### src/rtl/demux_stream_router_if.sv
// Stream bundle between the command decoder and the per-unit command queues:
// one producer-side word channel in, N_OUT consumer-side word channels out.
interface demux_stream_router_if #(
  parameter int DATA_W = 32,
  parameter int N_OUT  = 4,
  parameter int SEL_W  = 2,
  parameter int DEPTH  = 4
);
  localparam int LVL_W = $clog2(DEPTH) + 1;

  logic                      in_valid;
  logic                      in_ready;
  logic [SEL_W-1:0]          in_sel;
  logic                      in_bcast;
  logic [DATA_W-1:0]         in_data;
  logic [N_OUT-1:0]          out_valid;
  logic [N_OUT-1:0]          out_ready;
  logic [N_OUT*DATA_W-1:0]   out_data;
  logic [N_OUT*LVL_W-1:0]    out_level;

  // Producer and consumers drive the word-side inputs; the router answers.
  modport master (
    output in_valid, in_sel, in_bcast, in_data, out_ready,
    input  in_ready, out_valid, out_data, out_level
  );

  modport slave (
    input  in_valid, in_sel, in_bcast, in_data, out_ready,
    output in_ready, out_valid, out_data, out_level
  );
endinterface

### src/rtl/demux_stream_router.sv
// Routes each input word to one of N_OUT per-channel FWFT FIFOs (or to all of
// them in broadcast); words addressed to a non-existent channel are counted and dropped.
module demux_stream_router #(
  parameter int DATA_W = 32,
  parameter int N_OUT  = 4,
  parameter int SEL_W  = 2,
  parameter int DEPTH  = 4,
  parameter int CNT_W  = 8
) (
  input  logic                  clk,
  input  logic                  reset,
  demux_stream_router_if.slave  bus,
  output logic                  drop_pulse,
  output logic [CNT_W-1:0]      drop_count
);
  localparam int PTR_W = $clog2(DEPTH);
  localparam int LVL_W = PTR_W + 1;

  logic [DATA_W-1:0] mem_q    [N_OUT][DEPTH];
  logic [DATA_W-1:0] mem_d    [N_OUT][DEPTH];
  logic [PTR_W-1:0]  wr_ptr_q [N_OUT];
  logic [PTR_W-1:0]  wr_ptr_d [N_OUT];
  logic [PTR_W-1:0]  rd_ptr_q [N_OUT];
  logic [PTR_W-1:0]  rd_ptr_d [N_OUT];
  logic [LVL_W-1:0]  count_q  [N_OUT];
  logic [LVL_W-1:0]  count_d  [N_OUT];

  logic              drop_pulse_q;
  logic              drop_pulse_d;
  logic [CNT_W-1:0]  drop_count_q;
  logic [CNT_W-1:0]  drop_count_d;

  logic [N_OUT-1:0]  full;
  logic [N_OUT-1:0]  empty;
  logic [N_OUT-1:0]  sel_hit;
  logic [N_OUT-1:0]  push;
  logic [N_OUT-1:0]  pop;
  logic              in_ready;
  logic              accept;
  logic              drop;

  always_comb begin
    full    = '0;
    empty   = '0;
    sel_hit = '0;
    for (int i = 0; i < N_OUT; i++) begin
      full[i]    = (count_q[i] == LVL_W'(DEPTH));
      empty[i]   = (count_q[i] == '0);
      sel_hit[i] = (bus.in_sel == SEL_W'(i));
    end
  end

  // An out-of-range selector matches no channel and is always sunk.
  always_comb begin
    in_ready = 1'b1;
    if (bus.in_bcast) begin
      in_ready = ~|full;
    end else if (|sel_hit) begin
      in_ready = ~|(full & sel_hit);
    end
  end

  always_comb begin
    accept = bus.in_valid && in_ready;
    push   = '0;
    if (accept) begin
      push = bus.in_bcast ? {N_OUT{1'b1}} : sel_hit;
    end
    drop = accept && !bus.in_bcast && !(|sel_hit);
    pop  = ~empty & bus.out_ready;
  end

  always_comb begin
    mem_d    = mem_q;
    wr_ptr_d = wr_ptr_q;
    rd_ptr_d = rd_ptr_q;
    count_d  = count_q;
    for (int i = 0; i < N_OUT; i++) begin
      if (push[i]) begin
        mem_d[i][wr_ptr_q[i]] = bus.in_data;
        wr_ptr_d[i]           = wr_ptr_q[i] + PTR_W'(1);
      end
      if (pop[i]) begin
        rd_ptr_d[i] = rd_ptr_q[i] + PTR_W'(1);
      end
      count_d[i] = count_q[i] + LVL_W'(push[i]) - LVL_W'(pop[i]);
    end
  end

  always_comb begin
    drop_pulse_d = drop;
    drop_count_d = drop_count_q;
    if (drop && (drop_count_q != {CNT_W{1'b1}})) begin
      drop_count_d = drop_count_q + CNT_W'(1);
    end
  end

  always_ff @(posedge clk or posedge reset) begin
    if (reset) begin
      for (int i = 0; i < N_OUT; i++) begin
        for (int j = 0; j < DEPTH; j++) begin
          mem_q[i][j] <= '0;
        end
        wr_ptr_q[i] <= '0;
        rd_ptr_q[i] <= '0;
        count_q[i]  <= '0;
      end
      drop_pulse_q <= 1'b0;
      drop_count_q <= '0;
    end else begin
      mem_q        <= mem_d;
      wr_ptr_q     <= wr_ptr_d;
      rd_ptr_q     <= rd_ptr_d;
      count_q      <= count_d;
      drop_pulse_q <= drop_pulse_d;
      drop_count_q <= drop_count_d;
    end
  end

  // Head word is masked to zero on empty channels so consumers never see stale data.
  always_comb begin
    bus.out_valid = ~empty;
    bus.out_data  = '0;
    bus.out_level = '0;
    for (int i = 0; i < N_OUT; i++) begin
      if (!empty[i]) begin
        bus.out_data[i*DATA_W +: DATA_W] = mem_q[i][rd_ptr_q[i]];
      end
      bus.out_level[i*LVL_W +: LVL_W] = count_q[i];
    end
  end

  assign bus.in_ready = in_ready;
  assign drop_pulse   = drop_pulse_q;
  assign drop_count   = drop_count_q;
endmodule

### src/flat_wrapper.sv
// flat-port wrapper written by rule: the top's interface ports become plain ports
module demux_stream_router_flat 
#(
  parameter int DATA_W = 32,
  parameter int N_OUT  = 4,
  parameter int SEL_W  = 2,
  parameter int DEPTH  = 4,
  parameter int CNT_W  = 8
)
  (clk, reset, drop_pulse, drop_count, bus_in_valid, bus_in_sel, bus_in_bcast, bus_in_data, bus_out_ready, bus_in_ready, bus_out_valid, bus_out_data, bus_out_level);
  demux_stream_router_if #(.DATA_W(DATA_W), .N_OUT(N_OUT), .SEL_W(SEL_W), .DEPTH(DEPTH)) bus_i ();
  input  logic clk;
  input  logic reset;
  output logic drop_pulse;
  output logic [CNT_W-1:0] drop_count;
  input wire logic [$bits(bus_i.in_valid)-1:0] bus_in_valid;
  input wire logic [$bits(bus_i.in_sel)-1:0] bus_in_sel;
  input wire logic [$bits(bus_i.in_bcast)-1:0] bus_in_bcast;
  input wire logic [$bits(bus_i.in_data)-1:0] bus_in_data;
  input wire logic [$bits(bus_i.out_ready)-1:0] bus_out_ready;
  output wire logic [$bits(bus_i.in_ready)-1:0] bus_in_ready;
  output wire logic [$bits(bus_i.out_valid)-1:0] bus_out_valid;
  output wire logic [$bits(bus_i.out_data)-1:0] bus_out_data;
  output wire logic [$bits(bus_i.out_level)-1:0] bus_out_level;
  assign bus_i.in_valid = bus_in_valid;
  assign bus_i.in_sel = bus_in_sel;
  assign bus_i.in_bcast = bus_in_bcast;
  assign bus_i.in_data = bus_in_data;
  assign bus_i.out_ready = bus_out_ready;
  assign bus_in_ready = bus_i.in_ready;
  assign bus_out_valid = bus_i.out_valid;
  assign bus_out_data = bus_i.out_data;
  assign bus_out_level = bus_i.out_level;
  demux_stream_router #(.DATA_W(DATA_W), .N_OUT(N_OUT), .SEL_W(SEL_W), .DEPTH(DEPTH), .CNT_W(CNT_W)) u_core (.clk(clk), .reset(reset), .bus(bus_i), .drop_pulse(drop_pulse), .drop_count(drop_count));
endmodule
### config.mk
export PLATFORM = sky130hd
export DESIGN_NAME = demux_stream_router_flat
export DESIGN_NICKNAME = d
export VERILOG_FILES = /design/src/rtl/demux_stream_router_if.sv /design/src/rtl/demux_stream_router.sv /design/src/flat_wrapper.sv
export SDC_FILE = /design/constraint.sdc
export NUM_CORES = 1
export LEC_CHECK = 0
export CORE_ASPECT_RATIO = 1.75
export CORE_MARGIN = 3
export CORE_UTILIZATION = 30
export DETAILED_ROUTE_END_ITERATION = 8
export PLACE_DENSITY_LB_ADDON = 0.08
export SYNTH_ARGS = -nofsm -noshare
export SYNTH_HDL_FRONTEND = slang
export SYNTH_SLANG_ARGS = --single-unit
### constraint.sdc
create_clock -name clk -period 39.8 [get_ports clk]
set_input_delay 7.96 -clock clk [delete_from_list [all_inputs] [get_ports clk]]
set_output_delay 7.96 -clock clk [all_outputs]
set_load 0.01 [all_outputs]
After elaboration in Yosys (flattened, before gate mapping)
Cells that the tools add are included.

word-level totals
  flip-flop bits (word level) = 549
  word-level logic and storage cells = 130
  latch bits = 0
  RAM bits = 0
  memories kept = 0
  output and inout port bits = 154
  bits in read-only memories = 0
  input port bits = 42

cells by class
  reduce and logical (&&, ||, !) cells = 20
  muxes and demuxes = 32
  magnitude comparators = 12
  equal/unequal tests = 8
  bitwise gates (word level) = 11
  add/sub/neg operators = 17
  shift-type cells = 0
  divide/modulo/power cells = 0
  $mul = 0

operators with widths
  operator                                                   count
  bitwise mux 128 bit                                        4
  2-to-1 mux 32 bit                                          16
  binary-select mux 32 bit (select 2 bit)                    4
  demux 32 bit (select 2 bit)                                4
  greater-or-equal comparator 3 bit (second input constant)  8
  inverter 2 -> 3 bit                                        8
  adder 2 x 1 -> 2 bit (second input constant)               8
  adder 3 x 1 -> 3 bit                                       4
  == test 3 bit (second input constant)                      4
  zero test 3 bit                                            4
  < comparator 3 x 1 -> 1 bit (second input constant)        4
  OR reduction 4 bit                                         3
  subtractor 3 x 1 -> 3 bit                                  4
  adder 8 x 1 -> 8 bit (second input constant)               1
  bitwise AND 4 bit                                          2
  logical AND 1 bit                                          8
  2-to-1 mux 4 bit                                           2
  != test 8 bit (second input constant)                      1
  == test 2 bit (second input constant)                      2
  zero test 1 bit                                            4
  inverter 4 bit                                             1
  == test 2 x 1 -> 1 bit (second input constant)             1
  zero test 2 bit                                            1
  2-to-1 mux 1 bit                                           2

Depth between registers and ports, before layout
Gate-level depths: netlist of run 1.

  depth in word-level cells = 10
  mapped depth = 9
  mapped depth without buffers = 9

Worst setup path before layout of run 1
OpenSTA, ideal clock, no wires.

  path kind = input to output
  from = input bus_in_sel[0]
  to = output bus_in_ready
  path slack = 23.053 ns
  data arrival time = 8.787 ns
  required time = 31.840 ns
  path buffers = 1
  stages on the path = 5
  path through = nor2b_1 > o2111ai_2 > nand4_4 > buf_6 > nor2_1

on the way
  word-level cells in the longest chain between the ends = 6
  elaborated cells between the ends (all ways) = 10
  classes of those cells = eq/ne (3); mux (2); bitwise (1); reduce/logical (4)

RTL lines
  element                                               RTL line                   RTL
  start: declaration                                    flat_wrapper.sv:17         input wire logic [$bits(bus_i.in_sel)-1:0] bus_in_sel;
  == test 2 x 1 -> 1 bit, or another cell as far along  demux_stream_router.sv:49  sel_hit[i] = (bus.in_sel == SEL_W'(i));
  bitwise AND 4 bit                                     demux_stream_router.sv:59  in_ready = ~|(full & sel_hit);
  OR reduction 4 bit                                    demux_stream_router.sv:59
  zero test 1 bit                                       demux_stream_router.sv:59
  2-to-1 mux 1 bit (*)                                  demux_stream_router.sv:58  end else if (|sel_hit) begin
  2-to-1 mux 1 bit (*)                                  demux_stream_router.sv:56  if (bus.in_bcast) begin
  end: declaration                                      flat_wrapper.sv:21         output wire logic [$bits(bus_i.in_ready)-1:0] bus_in_ready;

Every way passes the cells marked *; elsewhere a longest branch is shown, timed or not.

Worst setup path after layout of run 1
  from = input bus_in_bcast
  to = output bus_in_ready

on the way
  word-level cells in the longest chain between the ends = 1

RTL lines
  element             RTL line                   RTL
  start: declaration  flat_wrapper.sv:18         input wire logic [$bits(bus_i.in_bcast)-1:0] bus_in_bcast;
  2-to-1 mux 1 bit    demux_stream_router.sv:56

No other way between the ends.

==> impl_metrics.sql, run 1 <==
INSERT INTO impl_metrics (metric_group, metric, value, unit) VALUES
('outcome', 'outcome', 'finished, final reports clean', ''),
('global_routing', 'groute.usage.overall', '0.159', ''),
('floorplan', 'count_of_standard_cell_rows', '139', ''),
('layout', 'multi_input_comb_area', '10600', 'sq um'),
('min_path', 'hold_start', 'u_core.drop_count[5]', ''),
('floorplan', 'die_x', '225', 'um'),
('setup_path', 'crit-reg2reg-launch', 'u_core.bus.out_level[7]', ''),
('floorplan', 'die_area', '87200', 'sq um'),
('routing', 'postRouteAntennaNets', '0', ''),
('layout', 'top_library_cells_by_usage_in_the_layout_fill_and_taps_aside', 'dfrtp_1, mux2_2, clkdlybuf4s50_1', ''),
('power_and_ir_drop', 'powerDensity', '95.2', 'nW/um^2'),
('sta', 'final.min_clock_period', '18.04', 'ns'),
('setup_path', 'critical_path_required_time', '31.84', 'ns'),
('placement', 'hpwl', '43.1', 'mm'),
('routing', 'drt_pass1_iterations', '4', ''),
('sta', 'achievable-frequency', '0.0554', 'GHz'),
('routing', 'detailedRoute.firstIterationViolations', '603', ''),
('clock_network', 'h-tree-depth', '2', ''),
('layout', 'synthToLayoutAreaGrowth', '19.4', '%'),
('sta', 'setup_repair_after_global_routing_missed_its_margin', 'no', ''),
('setup_path', 'timing_worst_setup_path_type', 'in2out', ''),
('flow_run', 'drv_cap', '0', ''),
('routing', 'route.final.wire_length', '68.6', 'mm'),
('power_and_ir_drop', 'leakage_power_total', '12.5', 'nW'),
('floorplan', 'num_io_pins', '196', ''),
('routing', 'drc_errors_left', '0', ''),
('routing', 'avgRoutedWirePerCell', '24.0', 'um'),
('sta', 'pins_over_their_slew_limit', '0', ''),
('setup_path', 'r2r-end', 'u_core.mem_q[230]', ''),
('synth', 'mapped_cells', '1609', ''),
('global_routing', 'grt_antenna_before_repair', '5', ''),
('synth', 'syn-num-nets', '1679', ''),
('power_and_ir_drop', 'worst_ir_drop_vdd', '0.0000383', 'V'),
('sta', 'period_share', '0.453', ''),
('setup_path', 'r2r.worst_path.cells', '5', ''),
('min_path', 'min_delay_worst_endpoint', 'u_core.drop_count[5]', ''),
('layout', 'ff_latch_area', '13700', 'sq um'),
('sta', 'finalHoldWorstSlack', '0.374', 'ns'),
('layout', 'most_frequent_standard_cell_in_the_layout_excluding_fill_and_tap_cells', 'dfrtp_1', ''),
('floorplan', 'core_area', '82400', 'sq um'),
('setup_path', 'path_max_fanout', '17', ''),
('sta', 'fin_tns_setup', '0', 'ns'),
('synth', 'synth.yosys.seq_area_share', '0.548', ''),
('clock_network', 'cts_sinks', '549', ''),
('clock_network', 'post_cts_resized', '0', ''),
('layout', 'drive_above_1_share', '0.429', ''),
('floorplan', 'die-height', '388', 'um'),
('sta', 'final.setup_skew', '0.0137', 'ns'),
('synth', 'ys_ff_latch', '549', ''),
('global_routing', 'grt_max_degree', '169', ''),
('sta', 'worst_slew_pin_slew', '1.13', 'ns'),
('synth', 'synthesis.area', '25100', 'sq um'),
('routing', 'routed_via_density', '4.85', ''),
('min_path', 'timing.hold.worst.class', 'reg2reg', ''),
('setup_path', 'timing.critical_path.to_type', 'output port', ''),
('clock_network', 'postCtsSetupBuffers', '0', ''),
('setup_path', 'reg2reg_setup_slack', '36.23', 'ns'),
('layout', 'n_fill_cell', '7944', ''),
('layout', 'final_core_util', '0.363', ''),
('clock_network', 'clk-insertion-delay-late', '0.61', 'ns'),
('layout', 'net_count_final', '1821', ''),
('global_routing', 'grt_first_pass_wirelength', '104', 'mm'),
('sta', 'timing.slew.headroom', '0.247', ''),
('synth', 'synth.distinct_cells', '35', ''),
('synth', 'number_of_warnings_reported_in_the_yosys_synthesis_log', '0', ''),
('routing', 'route.vias.total', '13800', ''),
('clock_network', 'worst_setup_hold_path_clk_slew', '0.06', 'ns'),
('global_routing', 'first_global_vias', '15600', ''),
('clock_network', 'cts_hold_buf', '0', ''),
('clock_network', 'cts_root_buffer', 'clkbuf_16', ''),
('sta', 'count_of_endpoints_failing_hold_in_the_final_timing_report', '0', ''),
('setup_path', 'cp-start-kind', 'input pin', ''),
('clock_network', 'clock_tree.buffer_depth', '3', ''),
('placement', 'place.port_buffers', '195', ''),
('clock_network', 'cts_tree', 'yes', ''),
('min_path', 'worstHoldPathCells', '0', ''),
('clock_network', 'numCtsBuffers', '57', ''),
('global_routing', 'global_route.overflow_total', '0', ''),
('synth', 'postSynthAreaPerCell', '15.6', 'sq um'),
('sta', 'setup-violations-final', '0', ''),
('setup_path', 'worst-endpoint-arrival', '10.08', 'ns'),
('floorplan', 'start_util', '0.304', ''),
('placement', 'gp_routability_congestion', '0.709', '');
[cell usage after synthesis]
| master | n | area (sq um) |
|---|---|---|
| o2111ai_2 | 1 | 15.0 |
| nor2b_1 | 2 | 12.5 |
| o21a_1 | 1 | 7.51 |
| buf_6 | 2 | 22.5 |
| nand4_4 | 1 | 21.3 |
| mux4_2 | 128 | 2880 |
| nor3_1 | 8 | 40.0 |
| xor2_1 | 6 | 52.6 |
| and2_1 | 132 | 826 |
| or4_1 | 7 | 52.6 |
| buf_12 | 3 | 60.1 |
| nand3_1 | 8 | 40.0 |
| a21o_1 | 1 | 7.51 |
| o21ai_0 | 1 | 5.00 |
| or4_4 | 1 | 11.3 |
| buf_1 | 12 | 45.0 |
| or3_1 | 4 | 25.0 |
| fa_1 | 4 | 80.1 |
| ha_1 | 24 | 300 |
| nor3b_1 | 2 | 15.0 |
| mux2_2 | 470 | 5290 |
| or2_2 | 1 | 6.26 |
| conb_1 | 1 | 3.75 |
| mux2_4 | 30 | 450 |
| nand4_1 | 3 | 18.8 |
| nand4b_1 | 2 | 17.5 |
| dfrtp_1 | 549 | 13700 |
| xnor2_1 | 14 | 123 |
| clkbuf_1 | 82 | 308 |
| nand2_1 | 14 | 52.6 |
| nor2_1 | 4 | 15.0 |
| mux2_1 | 16 | 180 |
| inv_1 | 29 | 109 |
| and4_1 | 1 | 8.76 |
| buf_2 | 45 | 225 |
[flip-flops by register name (all words and copies together) (netlist names)]
register              count
u_core.drop_count         8
u_core.mem_q            512
u_core.rd_ptr_q           8
u_core.drop_pulse         1
u_core.bus.out_level     12
u_core.wr_ptr_q           8
[final cells by class]
class / instances / share of cell area
sequential: 549 / 0.459
multi-input combinational: 887 / 0.354
timing repair buffer: 227 / 0.0737
clock buffer: 83 / 0.0563
tap: 1057 / 0.0442
clock inverter: 18 / 0.00803
inverter: 29 / 0.00389
antenna: 4 / 0.000334
[report_power, final]
part           leakage, nW  internal (mW)  switching (mW)
Clock                0.961          0.330           0.229
Sequential            6.61          0.838           0.157
Combinational         4.94          0.784           0.513
Total                 12.5           1.95           0.898
[metal layers]
layer | track usage | share of wire | up-vias
li1 | - | - | 6054
met1 | 0.196 | 0.41 | 7477
met2 | 0.287 | 0.53 | 232
met3 | 0.0280 | 0.036 | 82
met4 | 0.0419 | 0.025 | 2
met5 | 0 | 0.00010 | -
[worst max path at each step]
stage | startpoint | depth (start not counted) | slack, ns | endpoint
finish | bus_in_bcast | 6 | 21.76 | bus_in_ready
global route | bus_in_bcast | 6 | 21.61 | bus_in_ready
CTS | bus_in_bcast | 6 | 21.72 | bus_in_ready
detailed placement | bus_in_bcast | 6 | 21.74 | bus_in_ready
global placement | bus_in_bcast | 6 | 21.81 | bus_in_ready
floorplan | reset | 1 | 16.49 | u_core.bus.out_level[0]
[critical path: stages]
cell and delay, ns:
clkdlybuf4s50_1 0.52, a21o_1 0.27, nand4_1 0.18, nand4_4 0.27, nor2_1 0.19, clkdlybuf4s50_1 0.68
[logic make-up (layout without fill, tap and decap cells)]
logic type                 count (synthesis)  after routing  share of synthesized area
adders and majority gates                 28             28                     0.0152
other                                      1              5                   0.000150
DFF                                      549            549                      0.548
xor gates and xnor gates                  20             20                    0.00699
AOI/OAI and AO/OA                          4              4                    0.00140
muxes                                    644            644                      0.351
and+or+nand+nor                          190            190                     0.0464
buffers and inverters                    173            357                     0.0307
[stage by stage]
step / power [mW] / instance area (sq um) / instances / setup WS (ns)
floorplan: 1.78 / 25100 / 1609 / 16.49
global placement: 2.31 / 28000 / 2749 / 21.81
detailed placement: 2.34 / 28000 / 2749 / 21.74
CTS: 2.92 / 29900 / 2850 / 21.72
global route: 3.04 / 29900 / 2850 / 21.61
finish: 2.85 / 29900 / 2854 / 21.76
(Power assumes the default switching activity.)
==> run 2: changes to the inputs <==
==> constraint.sdc (replaced) <==
create_clock -name clk -period 17.2 [get_ports clk]
set_input_delay 3.44 -clock clk [delete_from_list [all_inputs] [get_ports clk]]
set_output_delay 3.44 -clock clk [all_outputs]
set_load 0.01 [all_outputs]
==> impl_metrics.sql, run 2 (synthesis gave the netlist of run 1 again) <==
INSERT INTO impl_metrics (metric_group, metric, value, unit) VALUES
('outcome', 'outcome', 'finished, final reports clean', ''),
('floorplan', 'die_x', '225', 'um'),
('setup_path', 'cp-start-kind', 'input pin', ''),
('power_and_ir_drop', 'sw_frac_of_total', '0.316', ''),
('clock_network', 'cts_root_buffer', 'clkbuf_16', ''),
('sta', 'final.min_clock_period', '9.02', 'ns'),
('min_path', 'timing.hold.worst.class', 'reg2reg', ''),
('power_and_ir_drop', 'netSwitchingPower', '2.10', 'mW'),
('layout', 'synthToLayoutAreaGrowth', '19.7', '%'),
('floorplan', 'count_of_standard_cell_rows', '139', ''),
('setup_path', 'worst-endpoint-arrival', '5.58', 'ns'),
('layout', 'largest_register_ff_count', '512', ''),
('clock_network', 'post_cts_resized', '0', ''),
('routing', 'route.vias.total', '14000', ''),
('sta', 'setup-violations-final', '0', ''),
('sta', 'timing.slew.headroom', '0.317', ''),
('clock_network', 'postCtsSetupBuffers', '0', ''),
('layout', 'most_frequent_standard_cell_in_the_layout_excluding_fill_and_tap_cells', 'dfrtp_1', ''),
('clock_network', 'h-tree-depth', '2', ''),
('global_routing', 'global_route.overflow_total', '0', ''),
('placement', 'place.port_buffers', '195', ''),
('global_routing', 'grt_max_degree', '167', ''),
('sta', 'fin_tns_setup', '0', 'ns'),
('floorplan', 'num_io_pins', '196', ''),
('sta', 'final.setup_skew', '0.0155', 'ns'),
('layout', 'regMostFlops', 'u_core.mem_q', ''),
('power_and_ir_drop', 'power_report.internal_total', '4.55', 'mW'),
('clock_network', 'clk-insertion-delay-late', '0.62', 'ns'),
('global_routing', 'grt_antenna_before_repair', '4', ''),
('layout', 'net_count_final', '1819', ''),
('power_and_ir_drop', 'p_comb_frac', '0.454', ''),
('routing', 'route.final.wire_length', '69.3', 'mm'),
('routing', 'drc_errors_left', '0', ''),
('sta', 'setup_repair_after_global_routing_missed_its_margin', 'no', ''),
('floorplan', 'core_area', '82400', 'sq um'),
('placement', 'gp_routability_congestion', '0.696', ''),
('routing', 'detailedRoute.firstIterationViolations', '567', ''),
('power_and_ir_drop', 'power.sequential.fraction', '0.345', ''),
('sta', 'finalHoldWorstSlack', '0.377', 'ns'),
('layout', 'multi_input_comb_area', '10600', 'sq um'),
('clock_network', 'numCtsBuffers', '56', ''),
('routing', 'postRouteAntennaNets', '0', ''),
('layout', 'drive_above_1_share', '0.431', ''),
('clock_network', 'cts_hold_buf', '0', ''),
('setup_path', 'timing_worst_setup_path_type', 'in2out', ''),
('floorplan', 'die-height', '388', 'um'),
('clock_network', 'worst_setup_hold_path_clk_slew', '0.06', 'ns'),
('routing', 'drt_pass1_iterations', '4', ''),
('power_and_ir_drop', 'worst_ir_drop_vdd', '0.0000891', 'V'),
('global_routing', 'first_global_vias', '15500', ''),
('setup_path', 'path_max_fanout', '17', ''),
('power_and_ir_drop', 'powerDensity', '222', 'nW/um^2'),
('flow_run', 'drv_cap', '0', ''),
('clock_network', 'clock_tree.buffer_depth', '3', ''),
('clock_network', 'cts_tree', 'yes', ''),
('global_routing', 'groute.usage.overall', '0.161', ''),
('sta', 'pins_over_their_slew_limit', '0', ''),
('sta', 'achievable-frequency', '0.111', 'GHz'),
('layout', 'top_library_cells_by_usage_in_the_layout_fill_and_taps_aside', 'dfrtp_1, mux2_2, clkdlybuf4s50_1', ''),
('sta', 'worst_slew_pin_slew', '1.02', 'ns'),
('setup_path', 'timing.critical_path.to_type', 'output port', ''),
('routing', 'avgRoutedWirePerCell', '24.3', 'um'),
('floorplan', 'die_area', '87200', 'sq um'),
('sta', 'count_of_endpoints_failing_hold_in_the_final_timing_report', '0', ''),
('layout', 'n_fill_cell', '7930', ''),
('layout', 'ff_latch_area', '13700', 'sq um'),
('placement', 'hpwl', '43.1', 'mm'),
('routing', 'routed_via_density', '4.90', ''),
('power_and_ir_drop', 'leakage_power_total', '12.5', 'nW'),
('global_routing', 'grt_first_pass_wirelength', '105', 'mm'),
('sta', 'period_share', '0.524', ''),
('floorplan', 'start_util', '0.304', ''),
('power_and_ir_drop', 'pwr-share-clk', '0.201', ''),
('clock_network', 'cts_sinks', '549', ''),
('setup_path', 'critical_path_required_time', '13.76', 'ns');
-- run 2: changes by cell type in the layout (fill, tap and decap cells not counted) --
cell / delta
clkbuf_1: -1
inv_6: +2
clkinvlp_4: +2
bufinv_16: +2
or3_1: -1
clkbuf_8: +1
inv_8: -1
buf_12: +1
or3_2: +1
buf_4: -2
diode_2: -3
clkinv_2: -1
-- run 2: layout make-up --
cell class              instances  area share
repair buffers                226      0.0736
clock inverters                22      0.0107
flip-flops and latches        549       0.458
clock buffers                  83      0.0565
inverters                      29     0.00375
diodes                          1   0.0000834
multi-input cells             887       0.353
well taps                    1057      0.0441
-- run 2: through the flow --
stage / worst slack (ns) / power (mW) / instance area (sq um) / instances / util
floorplan: 6.29 / 4.13 / 25100 / 1609 / -
global placement: 8.24 / 5.35 / 28000 / 2748 / 0.340
detailed placement: 8.19 / 5.42 / 28000 / 2748 / 0.340
CTS: 8.18 / 6.80 / 30000 / 2853 / 0.364
global route: 8.04 / 7.08 / 30000 / 2853 / 0.364
finish: 8.18 / 6.65 / 30000 / 2854 / 0.364
-- run 2: per-layer routing --
layer | vias to the layer above | wire length (um) | GRT usage
met5 | - | 24 | 0
met4 | 4 | 1520 | 0.0393
met3 | 84 | 2420 | 0.0269
met2 | 219 | 36400 | 0.290
met1 | 7649 | 28900 | 0.199
li1 | 6033 | - | -
-- run 2: power groups by stage --
stage | combinational (mW) | sequential, mW | clock (mW)
after floorplan | 1.95 | 2.18 | 0
after global placement | 3.06 | 2.29 | 0
after detailed placement | 3.09 | 2.32 | 0
after CTS | 3.11 | 2.30 | 1.39
after global routing | 3.27 | 2.38 | 1.44
final | 3.02 | 2.30 | 1.34
-- run 2: critical path, stage by stage --
cell             delay, ns
clkdlybuf4s50_1       0.52
a21o_1                0.26
nand4_1               0.18
nand4_4               0.28
nor2_1                0.19
clkdlybuf4s50_1       0.70
-- run 2: worst paths after layout --
kind / from / end / slack, ns / cells past startpoint
setup / recovery: bus_in_bcast / bus_in_ready / 8.18 / 6
hold / removal: u_core.drop_count[5] / u_core.drop_count[5] / 0.38 / 0
setup reg to reg: u_core.bus.out_level[7] / u_core.mem_q[170] / 13.65 / 5
hold reg to reg: u_core.drop_count[5] / u_core.drop_count[5] / 0.38 / 0
max in group asynchronous: reset / u_core.rd_ptr_q[4] / 10.74 / 5
min in group asynchronous: reset / u_core.mem_q[453] / 3.40 / 2
